File: src/rtl/reset_sequencer.sv
// Staged reset release: waits for a hold time and PLL lock, then releases
// rst_stage[0..NSTAGES-1] one by one; a debounced button or lock loss restarts it.
module reset_sequencer #(
    parameter int NSTAGES       = 3,
    parameter int SYNC_STAGES   = 2,
    parameter int DEBOUNCE_BITS = 16,
    parameter int HOLD_CYCLES   = 16,
    parameter int STAGE_DELAY   = 64
) (
    input  logic               clk,
    input  logic               reset,
    input  logic               btn_n,
    input  logic               pll_locked,
    output logic [NSTAGES-1:0] rst_stage,
    output logic               ready
);

    localparam int HOLD_W = $clog2(HOLD_CYCLES + 1);
    localparam int DLY_W  = $clog2(STAGE_DELAY + 1);
    localparam int IDX_W  = $clog2(NSTAGES + 1);

    localparam logic [HOLD_W-1:0]        HOLD_LAST = HOLD_W'(HOLD_CYCLES - 1);
    localparam logic [DLY_W-1:0]         DLY_LAST  = DLY_W'(STAGE_DELAY - 1);
    localparam logic [IDX_W-1:0]         IDX_LAST  = IDX_W'(NSTAGES - 1);
    localparam logic [HOLD_W-1:0]        HOLD_ONE  = HOLD_W'(1);
    localparam logic [DLY_W-1:0]         DLY_ONE   = DLY_W'(1);
    localparam logic [IDX_W-1:0]         IDX_ONE   = IDX_W'(1);
    localparam logic [DEBOUNCE_BITS-1:0] DB_ONE    = DEBOUNCE_BITS'(1);

    localparam logic [1:0] S_HOLD      = 2'd0;
    localparam logic [1:0] S_WAIT_LOCK = 2'd1;
    localparam logic [1:0] S_RELEASE   = 2'd2;
    localparam logic [1:0] S_RUN       = 2'd3;

    logic [SYNC_STAGES-1:0]   btn_sync_q, btn_sync_d;
    logic [SYNC_STAGES-1:0]   lock_sync_q, lock_sync_d;
    logic [DEBOUNCE_BITS-1:0] db_cnt_q, db_cnt_d;
    logic                     btn_db_q, btn_db_d;
    logic [1:0]               state_q, state_d;
    logic [HOLD_W-1:0]        hold_q, hold_d;
    logic [DLY_W-1:0]         dly_q, dly_d;
    logic [IDX_W-1:0]         idx_q, idx_d;
    logic [NSTAGES-1:0]       rst_stage_q, rst_stage_d;
    logic                     ready_q, ready_d;

    logic btn_s, lock_s, abort, to_hold;

    assign btn_s  = btn_sync_q[SYNC_STAGES-1];
    assign lock_s = lock_sync_q[SYNC_STAGES-1];
    assign abort  = btn_db_q | ~lock_s;

    always_comb begin
        btn_sync_d  = {btn_sync_q[SYNC_STAGES-2:0], ~btn_n};
        lock_sync_d = {lock_sync_q[SYNC_STAGES-2:0], pll_locked};
    end

    // Debounce: the synchronized button must disagree with btn_db for 2^DEBOUNCE_BITS cycles.
    always_comb begin
        db_cnt_d = '0;
        btn_db_d = btn_db_q;
        if (btn_s != btn_db_q) begin
            if (&db_cnt_q) begin
                btn_db_d = btn_s;
            end else begin
                db_cnt_d = db_cnt_q + DB_ONE;
            end
        end
    end

    always_comb begin
        state_d     = state_q;
        hold_d      = '0;
        dly_d       = '0;
        idx_d       = idx_q;
        rst_stage_d = rst_stage_q;
        ready_d     = ready_q;
        to_hold     = 1'b0;
        case (state_q)
            S_HOLD: begin
                rst_stage_d = '1;
                ready_d     = 1'b0;
                idx_d       = '0;
                if (!btn_db_q) begin
                    hold_d = hold_q + HOLD_ONE;
                    if (hold_q == HOLD_LAST) state_d = S_WAIT_LOCK;
                end
            end
            S_WAIT_LOCK: begin
                if (btn_db_q) begin
                    to_hold = 1'b1;
                end else if (lock_s) begin
                    state_d = S_RELEASE;
                    idx_d   = '0;
                end
            end
            S_RELEASE: begin
                // Abort wins over a release falling on the same edge.
                if (abort) begin
                    to_hold = 1'b1;
                end else if (dly_q == DLY_LAST) begin
                    for (int i = 0; i < NSTAGES; i++) begin
                        if (idx_q == IDX_W'(i)) rst_stage_d[i] = 1'b0;
                    end
                    idx_d = idx_q + IDX_ONE;
                    if (idx_q == IDX_LAST) begin
                        state_d = S_RUN;
                        ready_d = 1'b1;
                    end
                end else begin
                    dly_d = dly_q + DLY_ONE;
                end
            end
            default: begin
                if (abort) to_hold = 1'b1;
            end
        endcase
        if (to_hold) begin
            state_d     = S_HOLD;
            hold_d      = '0;
            dly_d       = '0;
            idx_d       = '0;
            rst_stage_d = '1;
            ready_d     = 1'b0;
        end
    end

    always_ff @(posedge clk or posedge reset) begin
        if (reset) begin
            btn_sync_q  <= '0;
            lock_sync_q <= '0;
            db_cnt_q    <= '0;
            btn_db_q    <= 1'b0;
            state_q     <= S_HOLD;
            hold_q      <= '0;
            dly_q       <= '0;
            idx_q       <= '0;
            rst_stage_q <= '1;
            ready_q     <= 1'b0;
        end else begin
            btn_sync_q  <= btn_sync_d;
            lock_sync_q <= lock_sync_d;
            db_cnt_q    <= db_cnt_d;
            btn_db_q    <= btn_db_d;
            state_q     <= state_d;
            hold_q      <= hold_d;
            dly_q       <= dly_d;
            idx_q       <= idx_d;
            rst_stage_q <= rst_stage_d;
            ready_q     <= ready_d;
        end
    end

    assign rst_stage = rst_stage_q;
    assign ready     = ready_q;

endmodule

File: config.mk
export PLATFORM = sky130hd
export DESIGN_NAME = reset_sequencer
export DESIGN_NICKNAME = d
export VERILOG_FILES = /design/src/rtl/reset_sequencer.sv
export SDC_FILE = /design/constraint.sdc
export NUM_CORES = 1
export LEC_CHECK = 0
export ABC_AREA = 1
export BUFFER_PORTS_ARGS = -buffer_cell sky130_fd_sc_hd__buf_4
export CORE_ASPECT_RATIO = 1.2
export CORE_UTILIZATION = 57
export CTS_CLUSTER_DIAMETER = 60
export DETAILED_ROUTE_END_ITERATION = 12
export PLACE_DENSITY = 0.77
export SYNTH_ARGS = -nofsm -noshare
export SYNTH_HDL_FRONTEND = slang
export SYNTH_SLANG_ARGS = --single-unit
export TNS_END_PERCENT = 50
File: constraint.sdc
create_clock -name clk -period 2 [get_ports clk]
set_input_delay 0.3 -clock clk [delete_from_list [all_inputs] [get_ports clk]]
set_output_delay 0.3 -clock clk [all_outputs]
set_load 0.01 [all_outputs]
==> results of run 1 <==
==> cells by family after synthesis <==
group	Yosys count
and+or+nand+nor	139
DFF	41
buffers and inverters	28
AOI/OAI and AO/OA	17
xor gates and xnor gates	13
adders and majority gates	10
==> layout make-up <==
type / count / area, um2
Multi-Input combinational cell: 179 / 963
Sequential cell: 41 / 1030
Tap cell: 37 / 46.3
Inverter: 27 / 101
Clock buffer: 7 / 86.3
Timing Repair Buffer: 9 / 67.6
Clock inverter: 1 / 30.0
Fill cell: 296 / 1100
==> power breakdown <==
part | switching, mW | total [mW] | internal, mW | leakage (nW)
registers | 0.0636 | 1.01 | 0.948 | 0.544
clock network | 0.267 | 0.674 | 0.407 | 0.0585
logic | 0.457 | 0.717 | 0.260 | 0.480
total | 0.789 | 2.40 | 1.61 | 1.08
==> registers in the layout, indices dropped and copies added, names as in the netlist <==
name	cells
btn_db_q	1
lock_sync_q	2
rst_stage	3
hold_q	5
state_q	2
db_cnt_q	16
btn_sync_q	2
ready	1
idx_q	2
dly_q	7
==> routing by layer <==
layer	routed length (um)	share of wire	vias to the layer above
met2	1790	0.51	18
met1	1550	0.44	726
met5	0	0	-
li1	-	-	811
met3	86	0.025	7
met4	78	0.022	0
==> worst reg2reg max path: stages, from the launching register on <==
cell     delay, ns
dfrtp_1       0.38
inv_1         0.08
ha_1          0.23
nor2_1        0.21
nand2_2       0.12
nand3_2       0.13
inv_1         0.07
nand2_1       0.09
nand3_1       0.11
nand2_1       0.08
nand2_1       0.05
==> path summary, 6_finish.rpt <==
kind | startpoint | endpoint | slack [ns] | cells past startpoint
worst max register to register | state_q[0]$_DFFE_PP0P_ | state_q[0]$_DFFE_PP0P_ | 0.35 | 10
worst min register to register | lock_sync_q[0]$_DFF_PP0_ | lock_sync_q[1]$_DFF_PP0_ | 0.35 | 0
max in group asynchronous | reset | rst_stage[1]$_DFFE_PP1P_ | 1.52 | 3
min in group asynchronous | reset | ready$_DFFE_PP0P_ | 0.13 | 3
worst max-delay path | state_q[0]$_DFFE_PP0P_ | state_q[0]$_DFFE_PP0P_ | 0.35 | 10
worst min-delay path | pll_locked | lock_sync_q[0]$_DFF_PP0_ | 0.12 | 1
==> cell usage in the layout, fill, tap and decap left out <==
cell       netlist  layout
nand2_1         53      53
nor2_1          46      46
dfrtp_1         38      38
inv_1           26      26
nand3_1         15      15
ha_1            10      10
a21oi_1          9       9
buf_4            0       9
xor2_1           8       8
nand4_1          6       6
o21ai_0          6       6
clkbuf_8         0       6
xnor2_1          4       4
nand3_2          3       3
nand2_2          3       3
nor2_2           3       3
nor3_1           3       3
dfstp_2          3       3
nor2_4           2       2
nor3b_1          2       2
o21ai_1          1       1
inv_2            1       1
a31o_2           1       1
xnor2_2          1       1
nand2_4          1       1
or2_2            1       1
and2_1           1       1
bufinv_16        0       1
clkbuf_1         0       1
==> key figures, run 1 <==
Outcome
  • Outcome: complete, but fails checks
  • Failing checks: design-rule violations

Final layout
  • Finished Layout Cells: 301
  • Fin area: 0.00232 mm2
  • Share of layout cells above drive strength 1: 0.133
  • Fin nets: 277
  • Layout area overhead: 10.4%
  • Final Util: 0.679
  • # diodes: 0

CTS
  • Worst-Skew Late Latency: 0.29 ns
  • Clock buffer depth: 2
  • CTS Root Cell: clkbuf_8
  • Clock sink count: 41
  • TritonCTS clock tree: built
  • Setup bufs post-CTS: 0
  • Num CTS Buffers: 5
  • H-tree depth reported by CTS: 2
  • Post-CTS Resized: 0
  • Clk slew on worst S/H paths: 0.07 ns
  • Hold buffers post-CTS: 0

Logic synthesis
  • Leading area contributor after synthesis: dfrtp_1
  • Main combinational cell family by area after synthesis: simple AND/OR/NAND/NOR gates
  • Yosys warning count: 0
  • Synth Area in Compound Gates: 0.0422
  • Synth Area in Simple Gates: 0.298
  • Mapped Avg Cell Area: 8.49 um2
  • Syn Nets: 262
  • Synth cell types: 26
  • Yosys reg bits: 41
  • Area share of the largest cell type after synthesis: 0.452
  • Post-synth EDFFs: 0
  • Post-synth top cells: 53 x nand2_1, 46 x nor2_1, 38 x dfrtp_1
  • Mux share of post-synthesis cell area: 0
  • Synth Flop Type: dfrtp_1
  • Register area share after synthesis: 0.489
  • Post-Synth Adder-Cell Area: 0.0594
  • Post-Synthesis Cells: 248
  • Most common cell in the netlist: nand2_1
  • XOR/XNOR share of the synthesized area: 0.0576
  • Synth area leaders: dfrtp_1 45%, nand2_1 9.4%, nor2_1 8.2%
  • Async S/R FF share, synth: 1.00
  • Synthesized area: 0.00211 mm2

Route
  • Initial DRC Count: 64
  • Drt via density: 5.19
  • Routed len/inst: 11.6 um
  • Routed via count: 1562
  • ANT nets after route: 0
  • Final routed DRC violation total: 2
  • Post-Route WL: 3500 um
  • Pre-Repair DR Iteration Count: 8

Timing
  • Unrepaired setup endpoints after global routing: no
  • Hold WS: 0.117 ns
  • Fin crit share: 0.826
  • Final hold vios: 0
  • Setup TNS Final: 0 ns
  • F_max: 0.606 GHz
  • Final setup vio count: 0
  • Clock skew: 0.00724 ns
  • Max-slew violation count: 0
  • Min Tclk post-route: 1.65 ns
  • Final setup margin: 0.349 ns
  • Max transition margin: 0.669
  • Slew at the pin with the worst max-slew slack: 0.497 ns

Worst setup path
  • Critical path endpoint category: flip-flop
  • Slowest cell on crit path: dfrtp_1
  • Crit path DAT: 1.83 ns
  • Setup CP Type: flip-flop to flip-flop
  • CP required: 2.18 ns
  • Most numerous cell on the critical path: nand2_1
  • Worst setup SP type: flip-flop
  • Worst path max stage delay: 0.38 ns
  • Largest delay contributor family on the critical path: simple AND/OR/NAND/NOR gates
  • Crit path cell chain: inv_1, ha_1, nor2_1, nand2_2, nand3_2, inv_1, nand2_1, nand3_1, nand2_1, nand2_1
  • Worst-path maximum fanout: 6
  • WP buf/inv: 2

Placement
  • Post-place instance area: 0.00221 mm2
  • Cells after DPL: 293
  • DP HPWL: 2630 um
  • Place WS: 0.365 ns
  • GP Congestion: 0.815
  • Port bufs: 7

Floorplanning
  • Die Area: 0.00394 mm2
  • Core ar.: 0.00342 mm2
  • Initial Util: 0.615
  • Die span in x: 57.5 um
  • Rows: 23
  • IO Pins: 8
  • Die height: 68.6 um

Global route
  • Met3 usage: 0.0578
  • Gr ovfl total: 0
  • M2 GR Usage: 0.381
  • GRT Total Usage: 0.212
  • Vias in the first global route: 1568
  • Initial antenna violation count: 0
  • Largest net degree at the start of global routing: 42
  • Global-route wire length before repair: 6240 um
  • Met1 GRT Util: 0.232
  • Global routing's busiest layer: met2

Run
  • Max cap viols: 0

Power
  • PD cells: 1030 mW/mm2
  • Total Power: 2.40 mW
  • Leakage: 1.08 nW
  • Max VDD drop: 0.523 mV

Min path
  • Tightest Hold Check Type: primary input to flip-flop
(Power assumes the default switching activity.)
==> run 2, diff against run 1 <==
--- a/config.mk
+++ b/config.mk
@@ -8,10 +8,10 @@
 export ABC_AREA = 1
 export BUFFER_PORTS_ARGS = -buffer_cell sky130_fd_sc_hd__buf_4
 export CORE_ASPECT_RATIO = 1.2
-export CORE_UTILIZATION = 57
+export CORE_UTILIZATION = 55
 export CTS_CLUSTER_DIAMETER = 60
 export DETAILED_ROUTE_END_ITERATION = 12
-export PLACE_DENSITY = 0.77
+export PLACE_DENSITY = 0.78
 export SYNTH_ARGS = -nofsm -noshare
 export SYNTH_HDL_FRONTEND = slang
 export SYNTH_SLANG_ARGS = --single-unit
==> constraint.sdc (replaced) <==
create_clock -name clk -period 1.5 [get_ports clk]
set_input_delay 0.225 -clock clk [delete_from_list [all_inputs] [get_ports clk]]
set_output_delay 0.225 -clock clk [all_outputs]
set_load 0.01 [all_outputs]
==> key figures, run 2 (synthesized netlist as in run 1, its figures left out) <==
Final layout
  • Fin nets: 291
  • Max reg flops: 16
  • Layout area overhead: 22.4%
  • Most frequent cells in the layout: 49 x nand2_1, 42 x nor2_1, 36 x dfrtp_1, 22 x inv_1, 22 x buf_4
  • Largest Register: db_cnt_q
  • Fillers: 269
  • Area occupied by multi-input gates: 0.00109 mm2
  • Regs by FF count: db_cnt_q x16, dly_q x7, hold_q x5
  • Fin area: 0.00258 mm2
  • # diodes: 0
  • Sequential cell area: 0.00103 mm2
  • Final Util: 0.709
  • Commonest non-fill, non-tap cell in the layout: nand2_1
  • Share of layout cells above drive strength 1: 0.266

Floorplanning
  • Die height: 69.8 um
  • Core ar.: 0.00363 mm2
  • Die Area: 0.00408 mm2
  • Die span in x: 58.5 um
  • Rows: 24
  • Initial Util: 0.580
  • IO Pins: 8

Timing
  • Clock skew: 0.00787 ns
  • Max transition margin: 0.765
  • F_max: 0.646 GHz
  • Final setup vio count: 4
  • Final hold vios: 0
  • Slew at the pin with the worst max-slew slack: 0.352 ns
  • Final setup margin: -0.0476 ns
  • Min Tclk post-route: 1.55 ns
  • Hold WS: 0.0359 ns
  • Fin crit share: 1.03
  • Setup TNS Final: -0.0948 ns
  • Max-slew violation count: 0
  • Unrepaired setup endpoints after global routing: yes

Route
  • Routed via count: 1695
  • Routed len/inst: 12.5 um
  • Pre-Repair DR Iteration Count: 4
  • Initial DRC Count: 70
  • Post-Route WL: 4120 um
  • Drt via density: 5.14
  • Final routed DRC violation total: 0
  • ANT nets after route: 0

CTS
  • Clock sink count: 41
  • Worst-Skew Late Latency: 0.29 ns
  • Num CTS Buffers: 5
  • Clk slew on worst S/H paths: 0.07 ns
  • Clock buffer depth: 2
  • CTS Root Cell: clkbuf_8
  • H-tree depth reported by CTS: 2
  • TritonCTS clock tree: built

Power
  • Total Power: 3.60 mW
  • Sw frac: 0.353
  • Switching power: 1.27 mW
  • Share of power burned in registers: 0.381
  • Pint: 2.33 mW
  • Max VDD drop: 0.709 mV
  • PD cells: 1400 mW/mm2
  • Leakage: 1.15 nW
  • Clock share of power: 0.241
  • Combinational power share: 0.378

Min path
  • Tightest Hold Check Type: primary input to flip-flop

Run
  • Max cap viols: 0

Worst setup path
  • CP required: 1.74 ns
  • Worst setup SP type: flip-flop
  • Setup CP Type: flip-flop to flip-flop
  • Critical path endpoint category: flip-flop
  • Crit path DAT: 1.78 ns
  • Worst-path maximum fanout: 3

Global route
  • Initial antenna violation count: 0
  • Largest net degree at the start of global routing: 30
  • GRT Total Usage: 0.214
  • Global routing's busiest layer: met2
  • Met3 usage: 0.0466
  • Vias in the first global route: 1673
  • Global-route wire length before repair: 6620 um
  • Met1 GRT Util: 0.233
  • M2 GR Usage: 0.378
  • Gr ovfl total: 0

Placement
  • GP Congestion: 0.879
  • DP HPWL: 2800 um
  • Post-place instance area: 0.00230 mm2
  • Port bufs: 7

Outcome
  • Outcome: complete, but fails checks
  • Failing checks: negative setup slack
## run 2: changes by cell type in the layout (fill, tap and decap cells not counted), sizes merged
cell / change
dlygate4sd3: +1
clkinv: +1
buf: +13
clkbuf: -1
## run 2: per-layer routing
layer / vias up / part of all wire / wire, um
met5: - / 0 / 0
met4: 0 / 0.040 / 165
met3: 19 / 0.036 / 150
met2: 37 / 0.52 / 2130
met1: 797 / 0.41 / 1680
li1: 842 / - / -
## run 2: path summary, 6_finish.rpt
kind	start	end	slack, ns	depth (start not counted)
max	state_q[0]$_DFFE_PP0P_	state_q[1]$_DFFE_PP0P_	-0.05	8
min	pll_locked	lock_sync_q[0]$_DFF_PP0_	0.04	1
max reg2reg	state_q[0]$_DFFE_PP0P_	state_q[1]$_DFFE_PP0P_	-0.05	8
min reg2reg	btn_sync_q[0]$_DFF_PP0_	btn_sync_q[1]$_DFF_PP0_	0.35	0
max in group asynchronous	reset	btn_db_q$_DFFE_PP0P_	0.63	4
min in group asynchronous	reset	idx_q[0]$_DFFE_PP0P_	0.50	4
## run 2: power by group through the flow
| stage | combinational, mW | sequential [mW] | clock, mW |
|---|---|---|---|
| after floorplan | 0.694 | 1.38 | 0 |
| after detailed placement | 1.03 | 1.37 | 0 |
| after CTS | 1.12 | 1.35 | 0.894 |
| final | 1.36 | 1.37 | 0.867 |
| after global routing | 1.51 | 1.39 | 0.935 |
| after global placement | 1.01 | 1.36 | 0 |
## run 2: layout make-up
class,count,area share
timing repair buffer,23,0.0680
inverter,27,0.0403
clock buffer,6,0.0282
sequential,41,0.400
multi-input combinational,179,0.423
clock inverter,2,0.0150
tap,52,0.0252
## run 2: repair_timing
| item | CTS | global route |
|---|---|---|
| setup endpoints to repair | 8 | 23 |
| hold buffers | 1 | 0 |
| buffers inserted | 1 | 2 |
| pin swaps | 3 | 13 |
| gates resized for setup | 10 | 27 |
| hold endpoints to repair | 9 | 0 |
## run 2: critical path, cell delays in order (launching register included)
cell	delay (ns)
dfrtp_2	0.46
ha_4	0.20
nor2_4	0.15
inv_1	0.06
nand4_1	0.11
nand2_1	0.14
nor2_2	0.21
nand3_1	0.11
nand2_1	0.06
## run 2: through the flow
stage | worst slack (ns) | cells
floorplan | 0.0439 | 248
global placement | 0.0139 | 318
detailed placement | -0.0747 | 318
CTS | -0.00544 | 328
global route | -0.119 | 330
finish | -0.0476 | 330
==> run 3, diff against run 2 <==
--- a/config.mk
+++ b/config.mk
@@ -11,7 +11,7 @@
 export CORE_UTILIZATION = 55
 export CTS_CLUSTER_DIAMETER = 60
 export DETAILED_ROUTE_END_ITERATION = 12
-export PLACE_DENSITY = 0.78
+export PLACE_DENSITY = 0.84
 export SYNTH_ARGS = -nofsm -noshare
 export SYNTH_HDL_FRONTEND = slang
 export SYNTH_SLANG_ARGS = --single-unit
==> key figures, run 3 (synthesized netlist as in run 1, its figures left out) <==
Worst setup path
  • Crit path DAT: 1.80 ns
  • Worst path max stage delay: 0.39 ns
  • Slowest cell on crit path: dfrtp_1
  • CP required: 1.70 ns
  • Worst-path maximum fanout: 4
  • Crit path cell chain: inv_1, ha_4, nor2_4, nand2_4, nand3_4, inv_1, nand2_2, nand3_1, nand2_1, nand2_1
  • Critical path endpoint category: flip-flop
  • Register-to-register setup slack: -0.10 ns
  • Worst setup SP type: flip-flop
  • Setup CP Type: flip-flop to flip-flop

CTS
  • Clock sink count: 41
  • Clock buffer depth: 2
  • Num CTS Buffers: 5
  • Clk slew on worst S/H paths: 0.09 ns
  • Worst-Skew Late Latency: 0.30 ns
  • CTS Root Cell: clkbuf_8
  • TritonCTS clock tree: built
  • H-tree depth reported by CTS: 2

Global route
  • GRT Total Usage: 0.223
  • Largest net degree at the start of global routing: 31
  • Global-route wire length before repair: 6820 um
  • Initial antenna violation count: 0
  • Vias in the first global route: 1697
  • Gr ovfl total: 0

Route
  • Routed via count: 1719
  • Routed len/inst: 12.9 um
  • Pre-Repair DR Iteration Count: 4
  • Post-Route WL: 4260 um
  • Drt via density: 5.21
  • Initial DRC Count: 76
  • Final routed DRC violation total: 0
  • ANT nets after route: 0

Timing
  • Hold WS: 0.0365 ns
  • F_max: 0.625 GHz
  • Slew at the pin with the worst max-slew slack: 0.501 ns
  • Final hold vios: 0
  • Max-slew violation count: 0
  • Max transition margin: 0.666
  • Unrepaired setup endpoints after global routing: yes
  • Final setup vio count: 9
  • Min Tclk post-route: 1.60 ns
  • Fin crit share: 1.07
  • Clock skew: 0.0151 ns
  • Final setup margin: -0.101 ns
  • Setup TNS Final: -0.540 ns

Final layout
  • # diodes: 0
  • Area occupied by multi-input gates: 0.00106 mm2
  • Most frequent cells in the layout: 50 x nand2_1, 43 x nor2_1, 38 x dfrtp_1, 23 x inv_1, 21 x buf_4
  • Sequential cell area: 0.00103 mm2
  • Fin nets: 291
  • Max reg flops: 16
  • Fillers: 262
  • Regs by FF count: db_cnt_q x16, dly_q x7, hold_q x5
  • Layout area overhead: 21.8%
  • Fin area: 0.00256 mm2
  • Share of layout cells above drive strength 1: 0.223
  • Finished Layout Cells: 330
  • Largest Register: db_cnt_q
  • Commonest non-fill, non-tap cell in the layout: nand2_1

Power
  • Total Power: 3.67 mW
  • Leakage: 1.16 nW
  • Max VDD drop: 0.734 mV
  • PD cells: 1430 mW/mm2

Min path
  • Tightest Hold Check Type: primary input to flip-flop

Floorplanning
  • Initial Util: 0.580
  • IO Pins: 8
  • Die height: 69.8 um
  • Core ar.: 0.00363 mm2
  • Die span in x: 58.5 um
  • Rows: 24
  • Die Area: 0.00408 mm2

Run
  • Max cap viols: 0

Outcome
  • Failing checks: negative setup slack
  • Outcome: complete, but fails checks

Placement
  • Post-place instance area: 0.00231 mm2
  • Cells after DPL: 317
  • GP Congestion: 0.867
  • Port bufs: 7
  • DP HPWL: 2720 um
-- run 3: cell types whose count changed in the layout (fill, tap and decap cells not counted), moves of 2 or more --
cell,delta
nand3_1,+3
nand3_2,-4
dfrtp_2,-2
ha_2,-3
dfrtp_1,+2
ha_1,+3
-- run 3: worst paths after layout --
| check | startpoint | endpoint | depth (start not counted) |
|---|---|---|---|
| worst max-delay path | state_q[0]$_DFFE_PP0P_ | state_q[1]$_DFFE_PP0P_ | 10 |
| worst min-delay path | pll_locked | lock_sync_q[0]$_DFF_PP0_ | 1 |
| worst max register to register | state_q[0]$_DFFE_PP0P_ | state_q[1]$_DFFE_PP0P_ | 10 |
| worst min register to register | lock_sync_q[0]$_DFF_PP0_ | lock_sync_q[1]$_DFF_PP0_ | 0 |
| max in group asynchronous | reset | hold_q[2]$_DFF_PP0_ | 4 |
| min in group asynchronous | reset | ready$_DFFE_PP0P_ | 3 |
-- run 3: final cells by class --
| cell class | instances | area share |
|---|---|---|
| clock buffers | 7 | 0.0337 |
| inverters | 27 | 0.0395 |
| multi-input cells | 179 | 0.415 |
| well taps | 52 | 0.0254 |
| flip-flops and latches | 41 | 0.401 |
| repair buffers | 23 | 0.0732 |
| clock inverters | 1 | 0.0117 |
-- run 3: through the flow --
step	util	setup WS (ns)
5_1_grt	0.706	-0.193
2_1_floorplan	-	0.0439
6_report	0.706	-0.101
3_5_place_dp	0.635	-0.0773
4_1_cts	0.679	0.00592
3_3_place_gp	0.635	0.0127
-- run 3: critical path: cells and delay by family (launching register included) --
family | cells | cell delay (ns)
AND/OR/NAND/NOR | 7 | 0.68
flip-flops | 1 | 0.39
buffers and inverters | 2 | 0.22
adder cells (fa/ha/maj) | 1 | 0.21
-- run 3: timing repair --
action,4_1_cts,5_1_grt
endpoints found under the setup margin,9,21
gates resized for setup,10,15
pin swaps,3,2
hold endpoints to repair,8,0
hold buffers,1,0
buffers inserted,1,3
-- run 3: per-layer routing --
| layer | track usage | share of wire |
|---|---|---|
| met1 | 0.246 | 0.39 |
| met2 | 0.375 | 0.51 |
| met3 | 0.0690 | 0.050 |
| met4 | 0.116 | 0.041 |
| met5 | 0 | 0 |
-- run 3: power breakdown --
part | leakage [nW] | switching (mW) | internal [mW]
Clock | 0.0585 | 0.377 | 0.543
Sequential | 0.544 | 0.0832 | 1.26
Combinational | 0.559 | 0.828 | 0.578
Total | 1.16 | 1.29 | 2.38
